<file path="src/rtl/hit_detector.sv">
// Detects Mario's collisions with the active barrel (loss) and with the Queen (win),
// filtered by a grace period after game start and by per-tick persistence counters.
module hit_detector #(
   parameter int unsigned MARIO_W     = 34,
   parameter int unsigned MARIO_H     = 36,
   parameter int unsigned QUEUE_W     = 44,
   parameter int unsigned QUEUE_H     = 50,
   parameter int unsigned HIT_MARGIN  = 4,
   parameter int unsigned HIT_CONFIRM = 2,
   parameter int unsigned WIN_CONFIRM = 4,
   parameter int unsigned GRACE_TICKS = 32
) (
   input  logic       clk,
   input  logic       rst,
   input  logic       tick,
   input  logic       running,
   input  logic [9:0] mario_x,
   input  logic [8:0] mario_y,
   input  logic [9:0] barrel_x,
   input  logic [8:0] barrel_y,
   input  logic [9:0] barrel_w,
   input  logic [8:0] barrel_h,
   input  logic [9:0] queue_x,
   input  logic [8:0] queue_y,
   output logic       over,
   output logic       success,
   output logic [3:0] hit_cnt
);

   typedef enum logic [2:0] {
      ST_IDLE,
      ST_GRACE,
      ST_ARMED,
      ST_OVER,
      ST_WIN
   } state_t;

   localparam logic [10:0] HIT_LO     = 11'(HIT_MARGIN);
   localparam logic [10:0] HIT_HI_X   = 11'(MARIO_W - HIT_MARGIN);
   localparam logic [10:0] HIT_HI_Y   = 11'(MARIO_H - HIT_MARGIN);
   localparam logic [10:0] Q_HALF_W   = 11'(QUEUE_W / 2);
   localparam logic [10:0] Q_HALF_H   = 11'(QUEUE_H / 2);
   localparam logic [10:0] WIN_SPAN_X = 11'(MARIO_W + QUEUE_W / 2);
   localparam logic [10:0] WIN_SPAN_Y = 11'(MARIO_H + QUEUE_H / 2);
   localparam logic [3:0]  HIT_NEED   = 4'(HIT_CONFIRM);
   localparam logic [3:0]  WIN_NEED   = 4'(WIN_CONFIRM);
   localparam logic [7:0]  GRACE_LOAD = 8'(GRACE_TICKS);

   // Everything widened to 11 bits so no sum below can wrap.
   logic [10:0] mx, my, bx, by, bw, bh, qx, qy;
   assign mx = {1'b0, mario_x};
   assign my = {2'b00, mario_y};
   assign bx = {1'b0, barrel_x};
   assign by = {2'b00, barrel_y};
   assign bw = {1'b0, barrel_w};
   assign bh = {2'b00, barrel_h};
   assign qx = {1'b0, queue_x};
   assign qy = {2'b00, queue_y};

   logic hit_now, win_now;
   assign hit_now = (mx + HIT_LO < bx + bw) && (bx < mx + HIT_HI_X)
                 && (my + HIT_LO < by + bh) && (by < my + HIT_HI_Y);
   assign win_now = (mx < qx + Q_HALF_W) && (qx < mx + WIN_SPAN_X)
                 && (my < qy + Q_HALF_H) && (qy < my + WIN_SPAN_Y);

   logic tick_d, samp, upd, hit_ov, win_ov;
   assign samp = tick & ~tick_d;

   // NOTE: sequential state is written with non-blocking assignments only, so
   // every register samples the pre-edge value of every other register.
   always_ff @(posedge clk) begin
      if (!rst) begin
         tick_d <= 1'b0;
         upd    <= 1'b0;
         hit_ov <= 1'b0;
         win_ov <= 1'b0;
      end else begin
         tick_d <= tick;
         upd    <= samp;
         if (samp) begin
            hit_ov <= hit_now;
            win_ov <= win_now;
         end
      end
   end

   state_t     state;
   logic [3:0] win_cnt;
   logic [7:0] grace_cnt;
   logic [3:0] hit_next, win_next;

   assign hit_next = !hit_ov ? 4'd0 : (hit_cnt == 4'd15) ? 4'd15 : hit_cnt + 4'd1;
   assign win_next = !win_ov ? 4'd0 : (win_cnt == 4'd15) ? 4'd15 : win_cnt + 4'd1;

   // NOTE: reset is synchronous; dropping running uses the same clear path and
   // takes priority over any stage-2 update pending in that cycle.
   always_ff @(posedge clk) begin
      if (!rst || !running) begin
         state     <= ST_IDLE;
         over      <= 1'b0;
         success   <= 1'b0;
         hit_cnt   <= 4'd0;
         win_cnt   <= 4'd0;
         grace_cnt <= 8'd0;
      end else begin
         case (state)
            ST_IDLE: begin
               if (GRACE_LOAD == 8'd0) begin
                  state <= ST_ARMED;
               end else begin
                  state     <= ST_GRACE;
                  grace_cnt <= GRACE_LOAD;
               end
            end
            ST_GRACE: begin
               if (upd) begin
                  win_cnt   <= win_next;
                  grace_cnt <= grace_cnt - 8'd1;
                  if (win_next >= WIN_NEED) begin
                     state   <= ST_WIN;
                     success <= 1'b1;
                  end else if (grace_cnt == 8'd1) begin
                     state <= ST_ARMED;
                  end
               end
            end
            ST_ARMED: begin
               if (upd) begin
                  hit_cnt <= hit_next;
                  win_cnt <= win_next;
                  if (hit_next >= HIT_NEED) begin
                     state <= ST_OVER;
                     over  <= 1'b1;
                  end else if (win_next >= WIN_NEED) begin
                     state   <= ST_WIN;
                     success <= 1'b1;
                  end
               end
            end
            default: ;
         endcase
      end
   end

endmodule
</file>
<file path="config.mk">
export PLATFORM = sky130hd
export DESIGN_NAME = hit_detector
export DESIGN_NICKNAME = d
export VERILOG_FILES = /design/src/rtl/hit_detector.sv
export SDC_FILE = /design/constraint.sdc
export NUM_CORES = 1
export LEC_CHECK = 0
export CORE_MARGIN = 5
export CORE_UTILIZATION = 56
export CTS_CLUSTER_SIZE = 24
export DETAILED_ROUTE_END_ITERATION = 8
export DONT_BUFFER_PORTS = 1
export GPL_ROUTABILITY_DRIVEN = 0
export PLACE_DENSITY_LB_ADDON = 0.08
export SLEW_MARGIN = 20
export SYNTH_ARGS = -nofsm -noshare
export SYNTH_HDL_FRONTEND = slang
export SYNTH_SLANG_ARGS = --single-unit
</file>
<file path="constraint.sdc">
create_clock -name clk -period 10.4 [get_ports clk]
set_input_delay 2.08 -clock clk [delete_from_list [all_inputs] [get_ports clk]]
set_output_delay 2.08 -clock clk [all_outputs]
set_load 0.03 [all_outputs]
</file>
==> impl_metrics.sql <==
INSERT INTO impl_metrics (metric_group, metric, value, unit) VALUES
('cts', 'cts_root_buffer', 'sky130_fd_sc_hd__clkbuf_8', ''),
('cts', 'clk_path_buf_depth', '2', ''),
('logic_synthesis', 'synth_top_cells_by_area', 'sky130_fd_sc_hd__ha_1 31%, sky130_fd_sc_hd__dfxtp_1 11%, sky130_fd_sc_hd__xor2_1 6.8%, sky130_fd_sc_hd__xnor2_1 6.2%, sky130_fd_sc_hd__a21oi_1 4.9%', ''),
('hold_path', 'hold_start', 'grace_cnt[6]', ''),
('sta', 'grt_setup_unrepaired', 'no', ''),
('floorplan', 'placementRows', '32', ''),
('routing', 'detail_route.first_pass.iterations', '4', ''),
('logic_synthesis', 'netlist.top_cell.by_area', 'sky130_fd_sc_hd__ha_1', ''),
('global_route', 'grt_overflow_total', '0', ''),
('cts', 'tritoncts', 'built', ''),
('cts', 'clock_insertion_delay_worst_skew', '0.26', 'ns'),
('logic_synthesis', 'count_of_distinct_cell_types_in_the_synthesized_netlist', '55', ''),
('routing', 'route.detailed.vias_per_inst', '5.82', ''),
('routing', 'wl_per_cell', '14.7', 'um'),
('logic_synthesis', 'synth_warnings', '0', ''),
('cells_and_area', 'area_delta_synth_final', '3.14', '%'),
('floorplan', 'initial_core_utilization', '0.569', ''),
('global_route', 'pin_count_of_the_biggest_net_entering_global_routing', '17', ''),
('floorplan', 'core-area', '0.00769', 'sq mm'),
('floorplan', 'floorplan.die.height', '98.4', 'um'),
('global_route', 'grt_antenna_before_repair', '0', ''),
('logic_synthesis', 'netlist_instances', '552', ''),
('worst_setup_path', 'worst-setup-path-type', 'input pin to flip-flop', ''),
('worst_setup_path', 'critPathMaxFanout', '4', ''),
('sta', 'timing.fmax', '191', 'MHz'),
('cells_and_area', 'layout.filler_cells', '752', ''),
('cts', 'holdBufCountCts', '0', ''),
('sta', 'setup_violations', '0', ''),
('sta', 'worst_setup_skew_after_layout', '0.00398', 'ns'),
('global_route', 'grt_first_pass_wirelength', '16500', 'um'),
('hold_path', 'type_of_the_most_critical_hold_path', 'flip-flop to flip-flop', ''),
('power_and_ir_drop', 'power.density_cell_area', '73.8', 'mW/mm^2'),
('cells_and_area', 'number_of_diodes', '0', ''),
('power_and_ir_drop', 'max-vdd-ir-drop', '0.0407', 'mV'),
('sta', 'finalCritPeriodShare', '0.505', ''),
('cts', 'ctsResizeCount', '0', ''),
('cts', 'htreeDepth', '1', ''),
('job', 'max-cap-violations', '0', ''),
('worst_setup_path', 'critical_path_capture_point_type', 'flip-flop', ''),
('run_status', 'run_status', 'finished clean', ''),
('worst_setup_path', 'worst_r2r_endpoint', 'success', ''),
('cts', 'clk_pin_slew', '0.08', 'ns'),
('sta', 'finalSetupTns', '0', 'ns'),
('place', 'port-buffer-count', '0', ''),
('logic_synthesis', 'postSynth.asyncResetShare', '0', ''),
('logic_synthesis', 'postSynthRegisterBits', '25', ''),
('sta', 'slew_viol_final', '0', ''),
('power_and_ir_drop', 'power.leakage', '2.04', 'nW'),
('logic_synthesis', 'syn_avg_cell_area', '7.93', 'sq um'),
('cells_and_area', 'layout-drive-gt1-share', '0.0311', ''),
('cells_and_area', 'multi_input_area', '0.00373', 'sq mm'),
('cts', 'cts_made_buffers', '3', ''),
('routing', 'drt.antenna.violating_nets', '0', ''),
('logic_synthesis', 'edff_count_synth', '0', ''),
('floorplan', 'die_w', '98.4', 'um'),
('worst_setup_path', 'crit_arrival', '5.42', 'ns'),
('sta', 'timing.hold.ws', '0.509', 'ns'),
('hold_path', 'hold_end', 'grace_cnt[6]', ''),
('worst_setup_path', 'reg2reg_from', 'hit_cnt[0]', ''),
('sta', 'post-route-min-period', '5.25', 'ns'),
('logic_synthesis', 'synth_top_area_frac', '0.306', ''),
('logic_synthesis', 'synthFlopType', 'sky130_fd_sc_hd__dfxtp_1', ''),
('sta', 'worstMarginPinSlew', '0.605', 'ns'),
('floorplan', 'die_area', '0.00968', 'sq mm'),
('cts', 'clock_sink_count', '25', ''),
('logic_synthesis', 'synth.net_count', '741', ''),
('worst_setup_path', 'worstPathRequired', '10.58', 'ns'),
('cts', 'cts.repair_timing.setup_buffer_count', '0', ''),
('worst_setup_path', 'ff2ff_setup_slack', '8.37', 'ns'),
('worst_setup_path', 'worst-r2r-cell-count', '6', ''),
('routing', 'post-route-drc-count', '0', '');
critical path, cell delays in order:
cell and delay [ns]:
sky130_fd_sc_hd__ha_1 0.21, sky130_fd_sc_hd__fa_1 0.40, sky130_fd_sc_hd__a21o_1 0.21, sky130_fd_sc_hd__a21oi_2 0.16, sky130_fd_sc_hd__nor2b_1 0.06, sky130_fd_sc_hd__o21a_1 0.18, sky130_fd_sc_hd__o41ai_1 0.48, sky130_fd_sc_hd__o21a_1 0.23
sky130_fd_sc_hd__ha_1 0.26, sky130_fd_sc_hd__a211oi_1 0.26, sky130_fd_sc_hd__nand3_1 0.11, sky130_fd_sc_hd__a2111oi_0 0.41, sky130_fd_sc_hd__o211ai_1 0.15, sky130_fd_sc_hd__o31ai_1 0.22
logic make-up after synthesis:
kind of cell,share of synthesized area
flip-flops,0.114
multiplexers,0.00457
AO/OA/AOI/OAI,0.203
XOR/XNOR,0.130
adder cells (fa/ha/maj),0.315
buffers and inverters,0.0340
AND/OR/NAND/NOR,0.199
worst max-delay path by stage:
stage / from / endpoint / slack (ns) / cells after the start
floorplan: barrel_x[0] / hit_ov / 5.29 / 15
global placement: barrel_x[0] / hit_ov / 5.08 / 15
detailed placement: barrel_x[0] / hit_ov / 4.89 / 14
CTS: barrel_x[0] / hit_ov / 5.15 / 14
global route: barrel_x[0] / hit_ov / 4.81 / 14
finish: barrel_x[0] / hit_ov / 5.15 / 14
final cells by class:
| class | instances | area share |
|---|---|---|
| clock buffers | 3 | 0.00915 |
| clock inverters | 1 | 0.00111 |
| inverters | 30 | 0.0249 |
| multi-input cells | 488 | 0.826 |
| flip-flops and latches | 25 | 0.111 |
| well taps | 102 | 0.0283 |
cells in the final DEF (no fill, tap or decap), types with 5 or more instances in the layout:
cell                       Yosys  routed
sky130_fd_sc_hd__nand2_1      40      40
sky130_fd_sc_hd__a211oi_1      9       9
sky130_fd_sc_hd__inv_1        30      30
sky130_fd_sc_hd__nor3_1       10      10
sky130_fd_sc_hd__o21ai_0      26      26
sky130_fd_sc_hd__dfxtp_1      25      25
sky130_fd_sc_hd__and3_1       10      10
sky130_fd_sc_hd__o21a_1        8       8
sky130_fd_sc_hd__xnor2_1      31      31
sky130_fd_sc_hd__a31oi_1       5       5
sky130_fd_sc_hd__a21o_1        8       8
sky130_fd_sc_hd__a21oi_1      43      43
sky130_fd_sc_hd__nand2b_1     13      13
sky130_fd_sc_hd__nor2_1       43      43
sky130_fd_sc_hd__o211ai_1     10      10
sky130_fd_sc_hd__nand3_1      18      18
sky130_fd_sc_hd__ha_1        107     107
sky130_fd_sc_hd__nand4_1      10      10
sky130_fd_sc_hd__nor2b_1       9       9
sky130_fd_sc_hd__xor2_1       34      34
routing by layer:
| metal | GRT usage | part of all wire |
|---|---|---|
| met1 | 0.269 | 0.48 |
| met2 | 0.327 | 0.45 |
| met3 | 0.0321 | 0.051 |
| met4 | 0.0389 | 0.0096 |
| met5 | 0 | 0 |
state kept, by name, indices dropped and copies added (netlist names):
signal     count
grace_cnt      8
success        1
upd            1
state          3
hit_cnt        4
over           1
hit_ov         1
win_ov         1
tick_d         1
win_cnt        4
through the flow:
stage	power (mW)	instance area [sq um]	util	setup slack [ns]	std cells
after floorplan	0.248	4380	-	5.29	552
after CTS	0.337	4510	0.587	5.15	649
final	0.333	4510	0.587	5.15	649
after global placement	0.273	4470	0.581	5.08	645
after global routing	0.370	4510	0.587	4.81	649
after detailed placement	0.279	4470	0.581	4.89	645
cells in the mapped netlist (all sizes together) (8+ instances only):
library cell,instances
nor2,44
a21o,8
a211oi,9
nand4,10
nand2,40
o21ai,27
a21oi,46
xor2,34
ha,107
xnor2,31
nand2b,13
nand3,18
o211ai,10
nor2b,9
and3,10
o21a,8
inv,30
nor3,10
dfxtp,25
where the power goes:
group,internal (mW),total (mW),switching [mW],leakage [nW]
combinational,0.0851,0.175,0.0904,1.81
clock,0.0268,0.0565,0.0298,0.0255
sequential,0.0982,0.101,0.00316,0.203
total,0.210,0.333,0.123,2.04
Power figures use the tool's default switching activity.
